File: src/rtl/mem_arbiter_if.sv
// Purpose: requester-side handshake and memory-side strobes between two masters, the arbiter and mem.
// Latency: none; this is a plain signal bundle.
// Backpressure: masters hold req/we/addr/wdata until their gnt pulse.
interface mem_arbiter_if #(
  parameter int DEPTH = 32,
  parameter int WIDTH = 8
);
  localparam int AW = $clog2(DEPTH);

  logic [1:0]       req;
  logic [1:0]       we;
  logic [AW-1:0]    addr0;
  logic [AW-1:0]    addr1;
  logic [WIDTH-1:0] wdata0;
  logic [WIDTH-1:0] wdata1;
  logic [1:0]       gnt;
  logic [1:0]       rvalid;
  logic [WIDTH-1:0] rdata;
  logic             mem_read;
  logic             mem_write;
  logic [AW-1:0]    mem_addr;
  logic [WIDTH-1:0] mem_data_in;
  logic [WIDTH-1:0] mem_data_out;

  // Requester/memory side: drives requests and memory read data, observes grants and strobes.
  modport master (
    output req, we, addr0, addr1, wdata0, wdata1, mem_data_out,
    input  gnt, rvalid, rdata, mem_read, mem_write, mem_addr, mem_data_in
  );

  // Arbiter side.
  modport slave (
    input  req, we, addr0, addr1, wdata0, wdata1, mem_data_out,
    output gnt, rvalid, rdata, mem_read, mem_write, mem_addr, mem_data_in
  );
endinterface

File: src/rtl/mem_arbiter.sv
// Purpose: round-robin arbiter sharing one single-port memory between two masters.
// Latency: write gnt/strobe 1 cycle after req seen in IDLE; read rvalid 3 cycles after.
// Backpressure: requests wait in place (held by master) until the FSM returns to IDLE.
module mem_arbiter #(
  parameter int DEPTH = 32,
  parameter int WIDTH = 8
) (
  input  logic          clk,
  input  logic          rst,
  mem_arbiter_if.slave  bus
);
  localparam int AW = $clog2(DEPTH);

  typedef enum logic [1:0] {IDLE, ISSUE, RWAIT, RDONE} state_t;

  state_t           state;
  state_t           state_nxt;
  logic             prio;
  logic             win;
  logic             load;
  logic             cmd_id;
  logic             cmd_we;
  logic [AW-1:0]    cmd_addr;
  logic [WIDTH-1:0] cmd_wdata;
  logic [WIDTH-1:0] rdata_q;

  // State register.
  always_ff @(posedge clk or posedge rst) begin
    if (rst) state <= IDLE;
    else     state <= state_nxt;
  end

  // Winner selection and next-state decode; requests are only looked at in IDLE.
  always_comb begin
    state_nxt = state;
    load      = 1'b0;
    win       = (bus.req == 2'b11) ? prio : bus.req[1];
    case (state)
      IDLE: begin
        if (|bus.req) begin
          load      = 1'b1;
          state_nxt = ISSUE;
        end
      end
      ISSUE:   state_nxt = cmd_we ? IDLE : RWAIT;
      RWAIT:   state_nxt = RDONE;
      RDONE:   state_nxt = IDLE;
      default: state_nxt = IDLE;
    endcase
  end

  // Command capture, priority rotation and read-data capture.
  // Write data is only captured for writes so mem_data_in keeps its last written value across reads.
  always_ff @(posedge clk or posedge rst) begin
    if (rst) begin
      prio      <= 1'b0;
      cmd_id    <= 1'b0;
      cmd_we    <= 1'b0;
      cmd_addr  <= '0;
      cmd_wdata <= '0;
      rdata_q   <= '0;
    end else begin
      if (load) begin
        cmd_id   <= win;
        cmd_we   <= bus.we[win];
        cmd_addr <= win ? bus.addr1 : bus.addr0;
        if (bus.we[win]) cmd_wdata <= win ? bus.wdata1 : bus.wdata0;
      end
      if (state == ISSUE) prio <= ~cmd_id;
      if (state == RWAIT) rdata_q <= bus.mem_data_out;
    end
  end

  // Outputs depend only on registered state; the address register only changes when a strobe rises.
  assign bus.gnt         = (state == ISSUE) ? (cmd_id ? 2'b10 : 2'b01) : 2'b00;
  assign bus.rvalid      = (state == RDONE) ? (cmd_id ? 2'b10 : 2'b01) : 2'b00;
  assign bus.rdata       = rdata_q;
  assign bus.mem_write   = (state == ISSUE) &&  cmd_we;
  assign bus.mem_read    = (state == ISSUE) && !cmd_we;
  assign bus.mem_addr    = cmd_addr;
  assign bus.mem_data_in = cmd_wdata;
endmodule

File: src/flat_wrapper.sv
// flat-port wrapper written by rule: the top's interface ports become plain ports
module mem_arbiter_flat 
#(
  parameter int DEPTH = 32,
  parameter int WIDTH = 8
)
  (clk, rst, bus_req, bus_we, bus_addr0, bus_addr1, bus_wdata0, bus_wdata1, bus_mem_data_out, bus_gnt, bus_rvalid, bus_rdata, bus_mem_read, bus_mem_write, bus_mem_addr, bus_mem_data_in);
  mem_arbiter_if #(.DEPTH(DEPTH), .WIDTH(WIDTH)) bus_i ();
  input  logic clk;
  input  logic rst;
  input wire logic [$bits(bus_i.req)-1:0] bus_req;
  input wire logic [$bits(bus_i.we)-1:0] bus_we;
  input wire logic [$bits(bus_i.addr0)-1:0] bus_addr0;
  input wire logic [$bits(bus_i.addr1)-1:0] bus_addr1;
  input wire logic [$bits(bus_i.wdata0)-1:0] bus_wdata0;
  input wire logic [$bits(bus_i.wdata1)-1:0] bus_wdata1;
  input wire logic [$bits(bus_i.mem_data_out)-1:0] bus_mem_data_out;
  output wire logic [$bits(bus_i.gnt)-1:0] bus_gnt;
  output wire logic [$bits(bus_i.rvalid)-1:0] bus_rvalid;
  output wire logic [$bits(bus_i.rdata)-1:0] bus_rdata;
  output wire logic [$bits(bus_i.mem_read)-1:0] bus_mem_read;
  output wire logic [$bits(bus_i.mem_write)-1:0] bus_mem_write;
  output wire logic [$bits(bus_i.mem_addr)-1:0] bus_mem_addr;
  output wire logic [$bits(bus_i.mem_data_in)-1:0] bus_mem_data_in;
  assign bus_i.req = bus_req;
  assign bus_i.we = bus_we;
  assign bus_i.addr0 = bus_addr0;
  assign bus_i.addr1 = bus_addr1;
  assign bus_i.wdata0 = bus_wdata0;
  assign bus_i.wdata1 = bus_wdata1;
  assign bus_i.mem_data_out = bus_mem_data_out;
  assign bus_gnt = bus_i.gnt;
  assign bus_rvalid = bus_i.rvalid;
  assign bus_rdata = bus_i.rdata;
  assign bus_mem_read = bus_i.mem_read;
  assign bus_mem_write = bus_i.mem_write;
  assign bus_mem_addr = bus_i.mem_addr;
  assign bus_mem_data_in = bus_i.mem_data_in;
  mem_arbiter #(.DEPTH(DEPTH), .WIDTH(WIDTH)) u_core (.clk(clk), .rst(rst), .bus(bus_i));
endmodule
File: config.mk
export PLATFORM = sky130hd
export DESIGN_NAME = mem_arbiter_flat
export DESIGN_NICKNAME = d
export VERILOG_FILES = /design/src/rtl/mem_arbiter_if.sv /design/src/rtl/mem_arbiter.sv /design/src/flat_wrapper.sv
export SDC_FILE = /design/constraint.sdc
export NUM_CORES = 1
export LEC_CHECK = 0
export CORE_MARGIN = 3
export CORE_UTILIZATION = 32
export DETAILED_ROUTE_END_ITERATION = 8
export HOLD_SLACK_MARGIN = 0.06
export PLACE_DENSITY = 0.7
export SLEW_MARGIN = 10
export SYNTH_ARGS = -nofsm -noshare
export SYNTH_HDL_FRONTEND = slang
export SYNTH_SLANG_ARGS = --single-unit
File: constraint.sdc
create_clock -name clk -period 4.5 [get_ports clk]
set_clock_uncertainty 0.15 [all_clocks]
set_input_delay 0.9 -clock clk [delete_from_list [all_inputs] [get_ports clk]]
set_output_delay 0.9 -clock clk [all_outputs]
set_load 0.01 [all_outputs]
==> flow_results.org, run 1 <==
** Status
- Outcome :: complete, no violations

** Global route
- Via count of the first global-routing pass :: around 1100
- The initial antenna violation count is 0.
- Entering global routing, the biggest net connects 27 pins.
- After global routing the overflow that remains totals 0.
- Global routing used 14.8% of the available tracks across all layers.
- The first global-routing pass estimated around 4900 µm of wire.

** Placed design
- Placed cell count :: 204
- In this run the tool buffered the top-level ports with 66 buffer cells.
- Final Wtd Congestion :: approximately 0.66
- Once detailed placement completed, the half-perimeter wirelength came to around 2300 µm.
- Prior to clock tree synthesis, the placed netlist has a worst setup slack of approximately 1.6 ns.

** Logic synthesis
- Number of flops mapped to enable cells by yosys :: 0
- Dividing the synthesized area by the synthesized cell count gives 11.8 µm².
- Yosys mapped the design onto 23 distinct sky130hd cell types.
- FFs w/ async S/R, synth :: 100%
- Total nets after synthesis :: 138
- The Yosys step of the flow raised 0 warnings.
- Synth Register Bits :: 26
- In the synthesized netlist, the number of instances is between 90 and 100.
- After synthesis, flip-flops and latches occupy a little under three fifths of the total area.
- Post-synthesis instance area :: ~1200 µm²
- Top_reg_cell synth :: sky130_fd_sc_hd__dfrtp_1

** Finish
- Leading cell type in the layout, fill and taps excluded :: sky130_fd_sc_hd__clkdlybuf4s50_1
- Commonest non-fill, non-tap cells in the layout :: 66 x sky130_fd_sc_hd__clkdlybuf4s50_1, 26 x sky130_fd_sc_hd__dfrtp_1, 8 x sky130_fd_sc_hd__o22ai_1, 8 x sky130_fd_sc_hd__a2bb2oi_1, 8 x sky130_fd_sc_hd__mux2_2
- In the final layout, flip-flops and latches occupy around 650 µm².
- Count of nets after finishing :: 203
- Area taken by multi-input logic gates :: between 400 and 500 µm²
- Filler Cell Count :: roughly 300
- Area growth, synth to finish :: 62.8%
- Diode insertion count for antenna repair :: 0
- The finished layout holds 208 standard cells, fillers aside.
- Fraction of final layout cells sized beyond drive strength 1 :: roughly 8.6%

** STA
- The final critical path takes up 64.2% of the cycle.
- Based on the critical path, the design can be clocked at up to approximately 0.35 GHz.
- Measured against its own limit, the worst slew margin works out to between 20% and 30%.
- Sum of negative setup slack :: 0 ns
- The total count of max-transition violations in the final report was 0.
- Final hold violations :: 0
- Final hold analysis gives a worst-case slack of roughly 0.35 ns.
- Setup repair after global routing left no endpoint under its margin.
- Worst Max-Slew Pin Slew :: 1.04 ns
- Setup slack closes at 1.61 ns.
- The clock period could shrink to slightly below 3 ns.
- Count of final setup violators :: 0

** Clocking
- Clock Pin Slew Worst Setup and Hold Paths :: roughly 0.14 ns
- After clock tree synthesis, the setup repair step added 0 buffers.
- Gates resized during post-CTS repair numbered 0.
- Number of buffers between clock root and the deepest sink :: 2
- Cts-stage hold buffer count :: 0
- Sink Count :: 26
- Total number of H-tree levels :: 1
- Num CTS Buffers :: 3
- TritonCTS built the clock tree.
- Latest clock arrival within the worst-skew pair :: 0.31 ns
- Root Buffer Master :: sky130_fd_sc_hd__clkbuf_4

** Route
- DRC violation count after routing :: 0
- Drt first pass iters :: 4
- Iter 0 DRT Violations :: 23
- For this block, the routed nets add up to around 3100 µm of wire.
- Using the TritonRoute via totals, the vias-per-cell ratio works out to between 4 and 5.
- Routed wire per std cell :: 14.8 µm
- Residual antenna-violating net count after detailed routing :: 0
- Across all layers, the routed design uses 997 vias.

** Power
- Standby leakage power :: 0.000768 µW
- In this run the power density over the cells is around 590 nW/µm².
- Power, Total :: around 1100 µW
- Worst-case vdd ir drop :: between 0.2 and 0.3 mV

** Floorplan
- From left edge to right edge, the die measures 66.0 µm.
- The initial utilization of the core area, before any placement, comes to about a third.
- The die covers approximately 4400 µm².
- Num rows :: 21
- After floorplanning, the core was sized to cover roughly 3400 µm².
- Top-level I/O count :: 67
- Vertical extent of the die :: 66.0 µm

** Worst hold path
- WHS Path Cells :: 2
- The tightest min-delay check is of the reg2reg type.

** Worst setup path
- The worst register-to-register path has a depth of 4.
- CP max FO :: 9
- CP Class :: reg2out
- STA classifies the critical path startpoint as a register.
- The worst setup path is captured at an output port.
- Worst endpoint data arrival time :: between 1.5 and 2 ns
- Required time at the endpoint of the critical path :: around 3.5 ns

** Job
- Max-cap violations :: 0
cell usage after synthesis (2+ instances only):
master                      count  area share (%)
sky130_fd_sc_hd__inv_1          2            0.65
sky130_fd_sc_hd__and2_1         2             1.1
sky130_fd_sc_hd__clkbuf_1       4             1.3
sky130_fd_sc_hd__a2bb2oi_1      8             6.1
sky130_fd_sc_hd__o22ai_1        8             4.3
sky130_fd_sc_hd__nor3_1         2            0.87
sky130_fd_sc_hd__o21ai_0        7             3.0
sky130_fd_sc_hd__dfrtp_1       26              56
sky130_fd_sc_hd__nand2_1        6             2.0
sky130_fd_sc_hd__nor2_1         7             2.3
sky130_fd_sc_hd__mux2i_1        5             4.3
sky130_fd_sc_hd__mux2_2         8             7.8
sky130_fd_sc_hd__nand2b_1       3             1.6
per-stage QoR:
stage	utilization [%]	area, µm²
finish	55.3	1880
global route	55.3	1880
floorplan	-	1150
CTS	55.3	1880
detailed placement	54.3	1840
global placement	54.3	1840
where the power goes:
part           switching (µW)  internal, µW  total [µW]
Clock                    67.8          49.4         117
Sequential               83.5           348         431
Combinational             223           344         566
worst paths after layout:
| check | to | slack (ns) | from |
|---|---|---|---|
| min in group asynchronous | u_core.bus.rdata[0] | 0.94 | rst |
| hold / removal | u_core.bus.mem_addr[2] | 0.35 | u_core.bus.mem_addr[2] |
| setup / recovery | bus_gnt[1] | 1.61 | u_core.state[0] |
| hold reg to reg | u_core.bus.mem_addr[2] | 0.35 | u_core.bus.mem_addr[2] |
| max in group asynchronous | u_core.bus.mem_addr[1] | 2.67 | rst |
| setup reg to reg | u_core.bus.mem_data_in[4] | 2.61 | u_core.prio |
cells by family (layout without fill, tap and decap cells):
group	Yosys count	count (layout)	share of synthesized area (%)
AO/OA/AOI/OAI	27	27	17.9
flip-flops	26	26	56.5
AND/OR/NAND/NOR	24	24	10.1
multiplexers	13	13	12.2
buffers and inverters	8	72	3.37
final cells by class:
cell class | count | share of cell area, %
timing repair buffer | 66 | 35.2
sequential | 26 | 34.7
multi-input combinational | 64 | 24.7
tap | 46 | 3.07
clock buffer | 4 | 1.93
inverter | 2 | 0.400
state kept, by name (all words and copies together), names as in the netlist, named ones only:
name,count
u_core.bus.mem_data_in,8
u_core.bus.rdata,8
u_core.bus.mem_addr,5
u_core.cmd_id,1
u_core.cmd_we,1
u_core.prio,1
u_core.state,1
worst max-delay path, cell delays in order, from the launching register on:
cell and delay [ns]:
sky130_fd_sc_hd__dfrtp_1 0.57, sky130_fd_sc_hd__nor2b_1 0.25, sky130_fd_sc_hd__and2_1 0.17, sky130_fd_sc_hd__clkdlybuf4s50_1 0.54
routing by layer:
metal | global-route usage (%) | up-vias | wire, µm
li1 | - | 485 | -
met1 | 17.6 | 457 | 1300
met2 | 23.8 | 55 | 1320
met3 | 7.82 | 0 | 466
met4 | 3.05 | 0 | 0
met5 | 0 | - | 0
No activity file was read; power rests on OpenSTA's default activity.
==> run 2: changes to the inputs <==
--- a/config.mk
+++ b/config.mk
@@ -9,7 +9,7 @@
 export CORE_UTILIZATION = 32
 export DETAILED_ROUTE_END_ITERATION = 8
 export HOLD_SLACK_MARGIN = 0.06
-export PLACE_DENSITY = 0.7
+export PLACE_DENSITY = 0.72
 export SLEW_MARGIN = 10
 export SYNTH_ARGS = -nofsm -noshare
 export SYNTH_HDL_FRONTEND = slang
==> constraint.sdc (replaced) <==
create_clock -name clk -period 2.5 [get_ports clk]
set_clock_uncertainty 0.15 [all_clocks]
set_input_delay 0.5 -clock clk [delete_from_list [all_inputs] [get_ports clk]]
set_output_delay 0.5 -clock clk [all_outputs]
set_load 0.01 [all_outputs]
==> run 2 against run 1 <==
  * Register-to-register slack got worse by 2.0 ns
  * Via count up 2.7%
  * First-iteration DRC count fell by 30%
  * Setup slack got worse by 1.5 ns
  * Sequential power is 81% higher
  * Combinational power grew 86%
  * Critical path depth stayed put
  * Sequential share of layout area shrank 0.75 points
  * Utilization up 1.4 points
  * Final cell count up 1.9%
==> flow_results.org, run 2 (same netlist as run 1, synthesis figures left out) <==
** Global route
- The initial antenna violation count came to 0 (unchanged).
- Total global routing overflow :: 0 (unchanged)
- Pin count of the biggest net entering global routing :: 19 (was 27)
- The first-pass GRT wire length was 5340 µm (was 4930 µm).
- The total global-route track usage is 15.7% (was 14.8%).
- Via count of the first global-routing pass :: 1229 (was 1053)

** STA
- The measured slew at the worst slew-check pin was 0.914 ns (was 1.04 ns).
- Final Critical Period :: 2.38 ns
- The worst slew slack as a fraction of its limit came to 38.6% (was 29.7%).
- RSZ-0062 raised after global routing :: false (unchanged)
- Sum of negative setup slack :: 0 ns (unchanged)
- Final hold violations :: 0 (unchanged)
- Timing would allow up to about 0.42 GHz.
- In the finished design, the share of the clock period the worst path needs comes to a little over nine tenths.
- Final slew viol count :: 0 (unchanged)
- Count of final setup violators :: 0 (unchanged)

** Route
- The vias after detailed routing is 1024 (was 997).
- The post-route antenna net violation count is 0 (unchanged).
- Iter 0 DRT Violations :: 16 (was 23)
- Detailed Route WL :: 3230 µm (was 3080 µm)
- The average detailed-routed wire length per instance is 15.2 µm (was 14.8 µm).
- The number of search-and-repair iterations in the first detailed-routing pass came to 4 (unchanged).
- The number of design rule violations left after detail routing is 0 (unchanged).
- Drt via density :: 4.83 (was 4.79)

** Finish
- Area taken by multi-input logic gates :: 463 µm² (unchanged)
- The growth of design area from synthesis to finish came to 67.0% (was 62.8%).
- The register area was 653 µm² (was 651 µm²).
- Commonest non-fill, non-tap cells in the layout :: 66 x sky130_fd_sc_hd__clkdlybuf4s50_1, 24 x sky130_fd_sc_hd__dfrtp_1, 8 x sky130_fd_sc_hd__o22ai_1, 8 x sky130_fd_sc_hd__a2bb2oi_1, 8 x sky130_fd_sc_hd__mux2_2 (was 66 x sky130_fd_sc_hd__clkdlybuf4s50_1, 26 x sky130_fd_sc_hd__dfrtp_1, 8 x sky130_fd_sc_hd__o22ai_1, 8 x sky130_fd_sc_hd__a2bb2oi_1, 8 x sky130_fd_sc_hd__mux2_2)
- Count of nets after finishing :: 207 (was 203)
- Filler Cell Count :: 286 (was 303)
- Leading cell type in the layout, fill and taps excluded :: sky130_fd_sc_hd__clkdlybuf4s50_1 (unchanged)
- Diode insertion count for antenna repair :: 0 (unchanged)
- Fraction of final layout cells sized beyond drive strength 1 :: 12.0% (was 8.64%)

** Clocking
- The maximum level of the CTS H-tree came to 1 (unchanged).
- Num CTS Buffers :: 3 (unchanged)
- Sink Count :: 26 (unchanged)
- The clock tree root buffer cell is sky130_fd_sc_hd__clkbuf_4 (unchanged).
- TritonCTS clock tree :: built (unchanged)
- The deepest clock path buffer count came to 2 (unchanged).
- The clock transition at the registers of the reported paths came to 0.15 ns (was 0.14 ns).
- The insertion delay of the later-clocked pin in the worst-skew pair came to 0.33 ns (was 0.31 ns).

** Placed design
- The port buffer count is 66 (unchanged).
- Post-detail-place hpwl :: 2490 µm (was 2350 µm)
- Final Wtd Congestion :: 0.722 (was 0.663)

** Power
- Standby leakage power :: 0.000792 µW (was 0.000768 µW)
- The cell area power density was 1100 nW/µm² (was 595 nW/µm²).
- The total power consumption of the routed design is 2120 µW (was 1120 µW).
- Worst-case vdd ir drop :: 0.619 mV (was 0.290 mV)

** Worst setup path
- The register-to-register path setup slack was 0.61 ns (was 2.61 ns).
- CP Class :: reg2out (unchanged)
- Required time at the endpoint of the critical path :: 1.85 ns (was 3.45 ns)
- Worst setup SP type :: register (unchanged)
- The cell depth of the worst flop-to-flop path is 4 (unchanged).
- The worst endpoint data arrival time came to 1.73 ns (was 1.84 ns).
- Worst flop-to-flop path startpoint :: u_core.prio (unchanged)
- End point of the critical path :: bus_gnt[1] (unchanged)
- Worst flop-to-flop path endpoint :: u_core.bus.mem_data_in[6] (was u_core.bus.mem_data_in[4])
- Nature of the critical path endpoint :: output port (unchanged)
- The worst-path maximum fanout is 9 (unchanged).

** Worst hold path
- The path class of the lowest-slack min-delay path is in2async (was reg2reg).

** Floorplan
- The top-level port count was 67 (unchanged).
- The overall die height is 66.0 µm (unchanged).
- The standard-cell row count came to 21 (unchanged).
- Die X-Extent :: 66.0 µm (unchanged)
- Starting utilization of the core area :: 34.0% (unchanged)
- The die area came to 4360 µm² (unchanged).
- Core area :: 3390 µm² (unchanged)

** Job
- The max-cap violation count was 0 (unchanged).

** Status
- Outcome :: complete, no violations (unchanged)
run 2: cell count changes in the layout (fill, tap and decap cells not counted):
cell | previous run | this run
sky130_fd_sc_hd__buf_4 | 0 | 4
sky130_fd_sc_hd__bufinv_16 | 0 | 1
sky130_fd_sc_hd__clkbuf_8 | 1 | 0
sky130_fd_sc_hd__dfrtp_1 | 26 | 24
sky130_fd_sc_hd__dfrtp_2 | 0 | 2
run 2: per-layer routing:
| metal | GRT usage [%] | share of wire [%] |
|---|---|---|
| met4 | 4.82 | 0.65 |
| met1 | 17.9 | 42 |
| met3 | 5.95 | 11 |
| met2 | 27.2 | 46 |
| met5 | 0 | 0 |
run 2: worst min-delay path by stage:
| stage | slack, ns | endpoint | from | depth (start not counted) |
|---|---|---|---|---|
| global route | 0.27 | u_core.bus.rdata[0] | rst | 2 |
| finish | 0.26 | u_core.bus.rdata[7] | rst | 2 |
| floorplan | 0.31 | u_core.prio | u_core.prio | 2 |
| CTS | 0.27 | u_core.bus.rdata[7] | rst | 2 |
| global placement | 0.31 | u_core.bus.mem_addr[2] | u_core.bus.mem_addr[2] | 2 |
| detailed placement | 0.33 | u_core.bus.mem_addr[3] | u_core.bus.mem_addr[3] | 2 |
run 2: metrics by stage:
step | hold WS, ns | util (%) | std cells | worst slack [ns] | instance area, µm²
after floorplan | 0.307 | - | 98 | 0.735 | 1150
after global placement | 0.315 | 54.9 | 207 | 0.225 | 1860
after detailed placement | 0.331 | 54.9 | 207 | 0.0447 | 1860
after CTS | 0.272 | 56.5 | 211 | 0.00536 | 1910
after global routing | 0.269 | 56.8 | 212 | 0.0169 | 1920
final | 0.263 | 56.8 | 212 | 0.122 | 1920
run 2: what timing repair did:
action | in CTS | in global routing
hold endpoints to repair | 0 | 0
endpoints found under the setup margin | 0 | 3
setup buffers | 0 | 1
resized for setup | 0 | 2
hold buffers | 0 | 0
run 2: worst max-delay path, cell delays in order (launching register included):
cell	delay, ns
sky130_fd_sc_hd__dfrtp_2	0.50
sky130_fd_sc_hd__nor2b_1	0.19
sky130_fd_sc_hd__and2_1	0.17
sky130_fd_sc_hd__clkdlybuf4s50_1	0.54
run 2: area by class of cell:
cell class | instances | share of cell area [%]
multi-input combinational | 64 | 24.1
clock buffer | 3 | 1.17
tap | 46 | 2.99
inverter | 2 | 0.390
sequential | 26 | 33.9
clock inverter | 1 | 1.56
timing repair buffer | 70 | 35.9
run 2: where the power goes:
part / total [µW] / internal (µW) / leakage [µW] / switching (µW)
Sequential: 781 / 630 / 0.000298 / 151
Clock: 287 / 162 / 0.0000279 / 125
Combinational: 1050 / 640 / 0.000466 / 414
